**src/rtl/demux_1x16.sv**
```systemverilog
// Registered 1-to-DEPTH demultiplexer with valid/ready handshaking.
// Each lane holds one word; the target lane is addressed (s) or round-robin.
module demux_1x16 #(
  parameter int WIDTH = 8,
  parameter int DEPTH = 16,
  localparam int SEL_W = $clog2(DEPTH)
) (
  input  logic                     clk,
  input  logic                     rst,
  input  logic [WIDTH-1:0]         in_data,
  input  logic                     in_valid,
  output logic                     in_ready,
  input  logic [SEL_W-1:0]         s,
  input  logic                     mode,
  output logic [DEPTH*WIDTH-1:0]   y,
  output logic [DEPTH-1:0]         y_valid,
  input  logic [DEPTH-1:0]         y_ready,
  output logic [SEL_W:0]           occ,
  output logic                     sel_err
);

  logic [DEPTH*WIDTH-1:0] r_y;
  logic [DEPTH-1:0]       r_y_valid;
  logic [SEL_W:0]         r_occ;
  logic [SEL_W-1:0]       r_rr_ptr;
  logic                   r_sel_err;

  logic [SEL_W-1:0]       w_tgt;
  logic [DEPTH-1:0]       w_lane_hit;
  logic                   w_tgt_ok;
  logic                   w_in_ready;
  logic                   w_accept;
  logic [DEPTH-1:0]       w_load;
  logic [DEPTH-1:0]       w_valid_nxt;
  logic [SEL_W-1:0]       w_rr_nxt;

  function automatic logic [SEL_W:0] f_popcount(input logic [DEPTH-1:0] v);
    logic [SEL_W:0] cnt;
    cnt = '0;
    for (int i = 0; i < DEPTH; i++) begin
      cnt = cnt + (SEL_W+1)'(v[i]);
    end
    return cnt;
  endfunction

  // Target decode, ready rule and next-state computation.
  always_comb begin
    w_tgt = (mode == 1'b1) ? r_rr_ptr : s;
    w_lane_hit = '0;
    for (int k = 0; k < DEPTH; k++) begin
      if (w_tgt == SEL_W'(k)) begin
        w_lane_hit[k] = 1'b1;
      end else begin
        w_lane_hit[k] = 1'b0;
      end
    end
    w_tgt_ok = (w_lane_hit != '0);
    if (rst) begin
      w_in_ready = 1'b0;
    end else if (w_tgt_ok) begin
      w_in_ready = |(w_lane_hit & (~r_y_valid | y_ready));
    end else begin
      w_in_ready = 1'b1;
    end
    w_accept    = in_valid & w_in_ready;
    w_load      = w_accept ? w_lane_hit : '0;
    w_valid_nxt = (r_y_valid & ~(r_y_valid & y_ready)) | w_load;
    if (w_accept && (mode == 1'b1)) begin
      if (r_rr_ptr == SEL_W'(DEPTH-1)) begin
        w_rr_nxt = '0;
      end else begin
        w_rr_nxt = r_rr_ptr + SEL_W'(1);
      end
    end else begin
      w_rr_nxt = r_rr_ptr;
    end
  end

  // Lane registers, occupancy, round-robin pointer and select-error pulse.
  always_ff @(posedge clk) begin
    if (rst) begin
      r_y       <= '0;
      r_y_valid <= '0;
      r_occ     <= '0;
      r_rr_ptr  <= '0;
      r_sel_err <= 1'b0;
    end else begin
      r_y_valid <= w_valid_nxt;
      r_occ     <= f_popcount(w_valid_nxt);
      r_rr_ptr  <= w_rr_nxt;
      r_sel_err <= w_accept & ~w_tgt_ok;
      for (int k = 0; k < DEPTH; k++) begin
        if (w_load[k]) begin
          r_y[k*WIDTH +: WIDTH] <= in_data;
        end else begin
          r_y[k*WIDTH +: WIDTH] <= r_y[k*WIDTH +: WIDTH];
        end
      end
    end
  end

  assign in_ready = w_in_ready;
  assign y        = r_y;
  assign y_valid  = r_y_valid;
  assign occ      = r_occ;
  assign sel_err  = r_sel_err;

endmodule

```
**config.mk**
```make
export PLATFORM = sky130hd
export DESIGN_NAME = demux_1x16
export DESIGN_NICKNAME = d
export VERILOG_FILES = /design/src/rtl/demux_1x16.sv
export SDC_FILE = /design/constraint.sdc
export NUM_CORES = 1
export LEC_CHECK = 0
export CORE_ASPECT_RATIO = 0.7
export CORE_MARGIN = 4
export CORE_UTILIZATION = 52
export CTS_BUF_LIST = sky130_fd_sc_hd__clkbuf_16
export DETAILED_ROUTE_END_ITERATION = 12
export PLACE_DENSITY = 0.92
export SETUP_SLACK_MARGIN = 0.02
export SLEW_MARGIN = 25
export SYNTH_ARGS = -nofsm -noshare
export SYNTH_HDL_FRONTEND = slang
export SYNTH_SLANG_ARGS = --single-unit
```
**constraint.sdc**
```tcl
create_clock -name clk -period 14.4 [get_ports clk]
set_input_delay 2.88 -clock clk [delete_from_list [all_inputs] [get_ports clk]]
set_output_delay 2.88 -clock clk [all_outputs]
set_load 0.02 [all_outputs]
```
# ---- Yosys cells after proc, flatten, opt, wreduce, memory -nomap -nowiden
# Cells that the tools add are included.
dict set report op_classes {
  eq_ne 16
  n_mul 0
  bitwise_logic 10
  n_mux 21
  reduce_logical 4
  n_lt_le_gt_ge 0
  shifts 0
  addsub 16
  div 0
}
# operator count
set ops {}
lappend ops {{$add A5 B1 Y5} 11}
lappend ops {{$and A16 B16 Y16} 3}
lappend ops {{$eq A4 B4 Y1 const B} 9}
lappend ops {{$not A16 Y16} 2}
lappend ops {{$or A16 B16 Y16} 2}
lappend ops {{$mux W1} 18}
lappend ops {{$eq A4 B3 Y1 const B} 4}
lappend ops {{$mux W16} 1}
lappend ops {{$reduce_bool A16 Y1} 1}
lappend ops {{$reduce_or A16 Y1} 1}
lappend ops {{$eq A4 B2 Y1 const B} 2}
lappend ops {{$mux W4} 2}
lappend ops {{$add A4 B1 Y5} 1}
lappend ops {{$add A3 B1 Y4} 1}
lappend ops {{$add A4 B1 Y4 const B} 1}
lappend ops {{$eq A4 B1 Y1 const B} 1}
lappend ops {{$logic_not A4 Y1} 1}
lappend ops {{$add A2 B1 Y3} 1}
lappend ops {{$add A1 B1 Y2} 1}
lappend ops {{$and A1 B1 Y1} 2}
lappend ops {{$logic_and A1 B1 Y1} 1}
lappend ops {{$not A1 Y1} 1}
dict set report word_totals {
  mem_count 0
  mem_bits_rw 0
  inputBits 32
  register_bits 154
  latch_bits 0
  elab_cells 87
  mem_bits_ro 0
  out_inout_bits 151
}

# ---- Depth between registers and ports, before layout
dict set report depth {
  ltp_word 25
  mapped_depth 21
  mapped_depth_nobuf 19
}

# ---- Worst setup path before layout
# No wires, ideal clock.
dict set report synth_timing {
  kind {in2reg}
  start {input rst}
  end {register r_occ[3] (netlist: occ[3])}
  t_arrival_ps 7273
  t_required_ps 14272
  path_buffers 3
  slack_ps 7000
  setup_ps 128
  cell_stages 17
  path_cell_list {buf_2 > clkinv_1 > nand2_1 > clkbuf_1 > clkbuf_1 > nor3_1 > a21boi_0 > fa_1 > fa_1 > fa_1 > fa_1 > inv_1 > ha_1 > a21o_1 > a21oi_1 > xor2_1 > nor2_1}
}
dict set report synth_between {
  elab_chain_cells 19
}
# element line
set synth_rtl {}
lappend synth_rtl {{start: declaration} 9} ;# input logic rst,
lappend synth_rtl {{$mux W1} 58} ;# if (rst) begin
lappend synth_rtl {{$and A1 B1 Y1} 65} ;# w_accept = in_valid & w_in_ready;
lappend synth_rtl {{$mux W16} 66} ;# w_load = w_accept ? w_lane_hit : '0;
lappend synth_rtl {{$or A16 B16 Y16} 67} ;# w_valid_nxt = (r_y_valid & ~(r_y_valid & y_ready)) | w_load;
lappend synth_rtl {{$add A1 B1 Y2} 41} ;# cnt = cnt + (SEL_W+1)'(v[i]);
lappend synth_rtl {{$add A2 B1 Y3} 41}
lappend synth_rtl {{$add A3 B1 Y4} 41}
lappend synth_rtl {{$add A4 B1 Y5} 41}
lappend synth_rtl {{$add A5 B1 Y5 (11 in a row)} 41}
lappend synth_rtl {{end signal: assignment} 89} ;# r_occ <= f_popcount(w_valid_nxt);
lappend synth_rtl {{end: declaration} 24} ;# logic [SEL_W:0] r_occ;
# Several ways; a longest one is shown, not always the timed one.
# A chain may end at the register's enable or synchronous reset.

# ---- Worst setup path after layout
dict set report layout_timing {
  start {input mode}
  end {register r_occ[4] (netlist: occ[4])}
}
dict set report layout_between {
  elab_chain_cells 25
  elab_cells_between_ends 56
  classes_between {add/sub (15); eq/ne (15); mux (20); bitwise (3); reduce/logical (3)}
}
# element line
set layout_rtl {}
lappend layout_rtl {{start: declaration} 14} ;# input logic mode,
lappend layout_rtl {{$mux W4 (*)} 48} ;# w_tgt = (mode == 1'b1) ? r_rr_ptr : s;
lappend layout_rtl {{$eq A4 B1 Y1, or another cell as far along} 51} ;# if (w_tgt == SEL_W'(k)) begin
lappend layout_rtl {{$mux W1} 51}
lappend layout_rtl {{$and A16 B16 Y16} 61} ;# w_in_ready = |(w_lane_hit & (~r_y_valid | y_ready));
lappend layout_rtl {{$reduce_or A16 Y1} 61}
lappend layout_rtl {{$mux W1} 60} ;# end else if (w_tgt_ok) begin
lappend layout_rtl {{$mux W1} 58}
lappend layout_rtl {{$and A1 B1 Y1} 65}
lappend layout_rtl {{$mux W16 (*)} 66}
lappend layout_rtl {{$or A16 B16 Y16 (*)} 67}
lappend layout_rtl {{$add A1 B1 Y2} 41}
lappend layout_rtl {{$add A2 B1 Y3} 41}
lappend layout_rtl {{$add A3 B1 Y4} 41}
lappend layout_rtl {{$add A4 B1 Y5} 41}
lappend layout_rtl {{$add A5 B1 Y5 (10 in a row)} 41}
lappend layout_rtl {{$add A5 B1 Y5 (*)} 41}
# Every way passes the cells marked *; elsewhere a longest branch is shown, timed or not.

==> reports/qor.csv <==
metric,value,unit
DRC violations left,0,
type of origin of the critical path,input port,
number of synthesis warnings,0,
Clock Power Share,45.8,%
routed length per instance,20.11,um
number of buffers inserted by hold repair at cts,0,
library cell occupying the most area in the post-synthesis netlist,sky130_fd_sc_hd__dfxtp_1,
min-delay worst type,flop to flop,
cell-internal power,0.6962,mW
width of the die,143.8,um
remaining global-route overflow,0,
area of the die,14810,um2
largest voltage drop on the vdd net,0.08900,mV
wire length of the first global-routing pass,33.46,mm
adder and majority cell fraction of the synthesized area,4.102,%
layout cell share with drive strength beyond 1,5.926,%
xor/xnor share of the synthesized area,0.2610,%
routability-driven placement congestion ratio,1.024,
mux contribution to synthesized area,0,%
count of flip-flops with a built-in enable after synthesis,0,
Post-Synth Simple-Gate Area,18.12,%
compound-gate portion of the synthesized area,24.59,%
setup repair bufs after CTS,0,
highest-count cells in the layout ignoring fill and taps,"sky130_fd_sc_hd__clkdlybuf4s50_1 (181), sky130_fd_sc_hd__dfxtp_1 (154), sky130_fd_sc_hd__a21oi_1 (133), sky130_fd_sc_hd__nand3_1 (120), sky130_fd_sc_hd__o21ai_1 (71)",
Syn Area/Cell,8.325,um2
share of flip-flops with an asynchronous set or reset,0,%
Post-Syn Instances,806,
"Clk Latency, worst-skew pair",0.42,ns
Final ANT Viol Nets,0,
arrival time reported for the critical path endpoint,9.95,ns
Starting Density,53.65,%
final hold viol count,0,
pin count of the biggest net entering global routing,94,
status,completed,
share of the yosys chip area belonging to registers,45.94,%
DRT Wirelength,22.27,mm
setup violators final,0,
number of top-level pins,183,
total power,0.9690,mW
final net count,980,
number of diodes added for antenna fixing,0,
vias in the first global route,6308,
fill cell instance count of the final layout,967,
final design utilization,72.05,%
part of the power in combinational logic,9.8,%
placed wire-length estimate,14.98,mm
vias per std cell,6.223,
fraction of the cycle the final worst path needs,66.83,%
largest clock skew in the final design,0.008760,ns
clock tree from TritonCTS,yes,
multi-input combinational cell area,3219,um2
placed standard-cell area,8388,um2
chain of cells forming the critical path,"clkdlybuf4s50_1, nor3b_1, o21ai_0, a41oi_1, a2111o_2, buf_4, nand2_1, and2_1, fa_1, inv_1, fa_1, inv_1, fa_1, fa_1, inv_1, ha_1, inv_1, fa_1, inv_1, a21oi_1, nor3b_1",
overall track demand over capacity in global routing,28.92,%
cell area after technology mapping,6710,um2
post-synth net total,854,
overall via count from detail_route,6889,
register bit total from synthesis,154,
clock slew at the register clock pins of the worst setup and hold paths,0.06,ns
number of buffers inserted by port buffering,182,
area fraction of the dominant cell type after synthesis,45.94,%
type of element capturing the critical path,flop,
power per unit of standard cell area,107.5,nW/um2
cells taking the most area after synthesis,"sky130_fd_sc_hd__dfxtp_1 (46%), sky130_fd_sc_hd__a21oi_1 (9.9%), sky130_fd_sc_hd__nand3_1 (9.0%)",
maximum clock rate,103.9,MHz
area used by sequential logic in the layout,3083,um2
final design instance area without fill,9011,um2
count of routing violations after the opening detailed-route iteration,1023,
core area,12510,um2
number of library cell types mapped by synthesis,45,
antenna violations before repair,0,
total iterations of the first detailed-routing run,8,
delay contributed by the slowest stage of the critical path,0.85,ns
H-tree level count,4,
top_reg_cell synth,sky130_fd_sc_hd__dfxtp_1,
cell family with most CP delay,adder cells,
count of standard-cell rows,34,
LEAKAGE,2.956,nW
post-cts sizing count,0,
Clock Path Buffers,2,
Worst Path Buf+Inv,7,
unrepaired setup endpoints after global routing,no,
power share of the sequential group,44.4,%
max capacitance violation total,0,
Worst Tran Pin Value,1.061,ns
Clock Tree Root,sky130_fd_sc_hd__clkbuf_16,
dominant combinational cell family by area after synthesis,compound AO/OA/AOI/OAI gates,
crit-path max FO,93,
Switching Power,0.2728,mW
clock sink count,154,
CP required,14.73,ns
number of placed instances with taps included,1075,
"most common cell after layout, fill and taps aside",sky130_fd_sc_hd__clkdlybuf4s50_1,
number of standard cells in the final layout excluding fillers,1107,
"Area growth, synth to finish",34.29,%
Setup TNS Final,0,ns
vertical die dimension,103.0,um
number of CTS-inserted buffers,17,
library cell contributing the largest single delay on the critical path,sky130_fd_sc_hd__buf_4,
switching fraction of total power,28.15,%
Worst Setup Path Type,input port to flop,
max-slew violation count,0,
time the final worst path needs with I/O delays and setup,9.624,ns
Max-slew headroom,29.11,%
[synthesized netlist by cell type, types with 2 or more instances]
master	count
sky130_fd_sc_hd__dfxtp_1	154
sky130_fd_sc_hd__a21oi_1	133
sky130_fd_sc_hd__nand3_1	120
sky130_fd_sc_hd__o21ai_1	71
sky130_fd_sc_hd__o21ai_0	61
sky130_fd_sc_hd__clkbuf_1	46
sky130_fd_sc_hd__nor3_1	28
sky130_fd_sc_hd__nand2_1	25
sky130_fd_sc_hd__inv_1	18
sky130_fd_sc_hd__buf_2	17
sky130_fd_sc_hd__or3_1	16
sky130_fd_sc_hd__nand2b_1	15
sky130_fd_sc_hd__nor2_1	14
sky130_fd_sc_hd__a31o_1	11
sky130_fd_sc_hd__fa_1	10
sky130_fd_sc_hd__buf_6	9
sky130_fd_sc_hd__buf_1	7
sky130_fd_sc_hd__ha_1	6
sky130_fd_sc_hd__and2_1	5
sky130_fd_sc_hd__a21boi_0	4
sky130_fd_sc_hd__and3b_1	3
sky130_fd_sc_hd__nor2b_1	3
sky130_fd_sc_hd__nor3b_1	3
sky130_fd_sc_hd__a32oi_1	2
sky130_fd_sc_hd__a32oi_2	2
sky130_fd_sc_hd__a41oi_1	2
sky130_fd_sc_hd__o211ai_1	2
sky130_fd_sc_hd__xor2_1	2
[cells by family after synthesis]
| group | count (synthesis) |
|---|---|
| compound gates | 298 |
| simple gates | 236 |
| flops | 154 |
| buf+inv | 99 |
| fa+ha+maj | 16 |
| xor+xnor | 2 |
| other cells | 1 |
[layer usage]
layer	share of wire, %	global-route usage (%)
met1	40	38.91
met2	44	44.34
met3	14	9.921
met4	1.8	8.900
met5	0	0
[metrics by stage]
stage                     hold WS [ns]  setup slack, ns
after floorplan                 0.4936            7.000
after global placement          0.4592            4.836
after detailed placement        0.4670            4.569
after CTS                       0.4803            4.938
after global routing            0.4997            4.424
final                           0.4788            4.776
[worst paths after layout]
check	start	endpoint	slack (ns)	depth (start not counted)
max reg2reg	r_rr_ptr[3]$_SDFFE_PP0P_	occ[4]$_SDFF_PP0_	7.81	20
min	y[69]$_SDFFE_PP0P_	y[69]$_SDFFE_PP0P_	0.48	2
min reg2reg	y[69]$_SDFFE_PP0P_	y[69]$_SDFFE_PP0P_	0.48	2
max	mode	occ[4]$_SDFF_PP0_	4.78	21
[sequential cells by signal (all words and copies together) (netlist names)]
| signal | count |
|---|---|
| y | 128 |
| y_valid | 16 |
| occ | 5 |
| r_rr_ptr | 4 |
| sel_err | 1 |
[tightest hold or removal path, cell delays in order, from the launching register on]
cell and delay [ns]:
sky130_fd_sc_hd__dfxtp_1 0.31, sky130_fd_sc_hd__o21ai_1 0.06, sky130_fd_sc_hd__a21oi_1 0.06
[power by group through the flow]
stage               Sequential, mW  Combinational [mW]  Clock [mW]
floorplan                    0.442              0.0674           0
global placement             0.440              0.0886           0
detailed placement           0.440              0.0903           0
CTS                          0.430              0.0910       0.443
global route                 0.430               0.100       0.461
finish                       0.430              0.0952       0.443
[layout make-up]
type,count,share of cell area (%)
clock buffers,17,4.721
clock inverters,15,1.694
inverters,19,0.7914
multi-input cells,553,35.73
flip-flops and latches,154,34.21
well taps,162,2.249
repair buffers,187,20.61
Note: power is estimated with default switching activity, not from simulation.
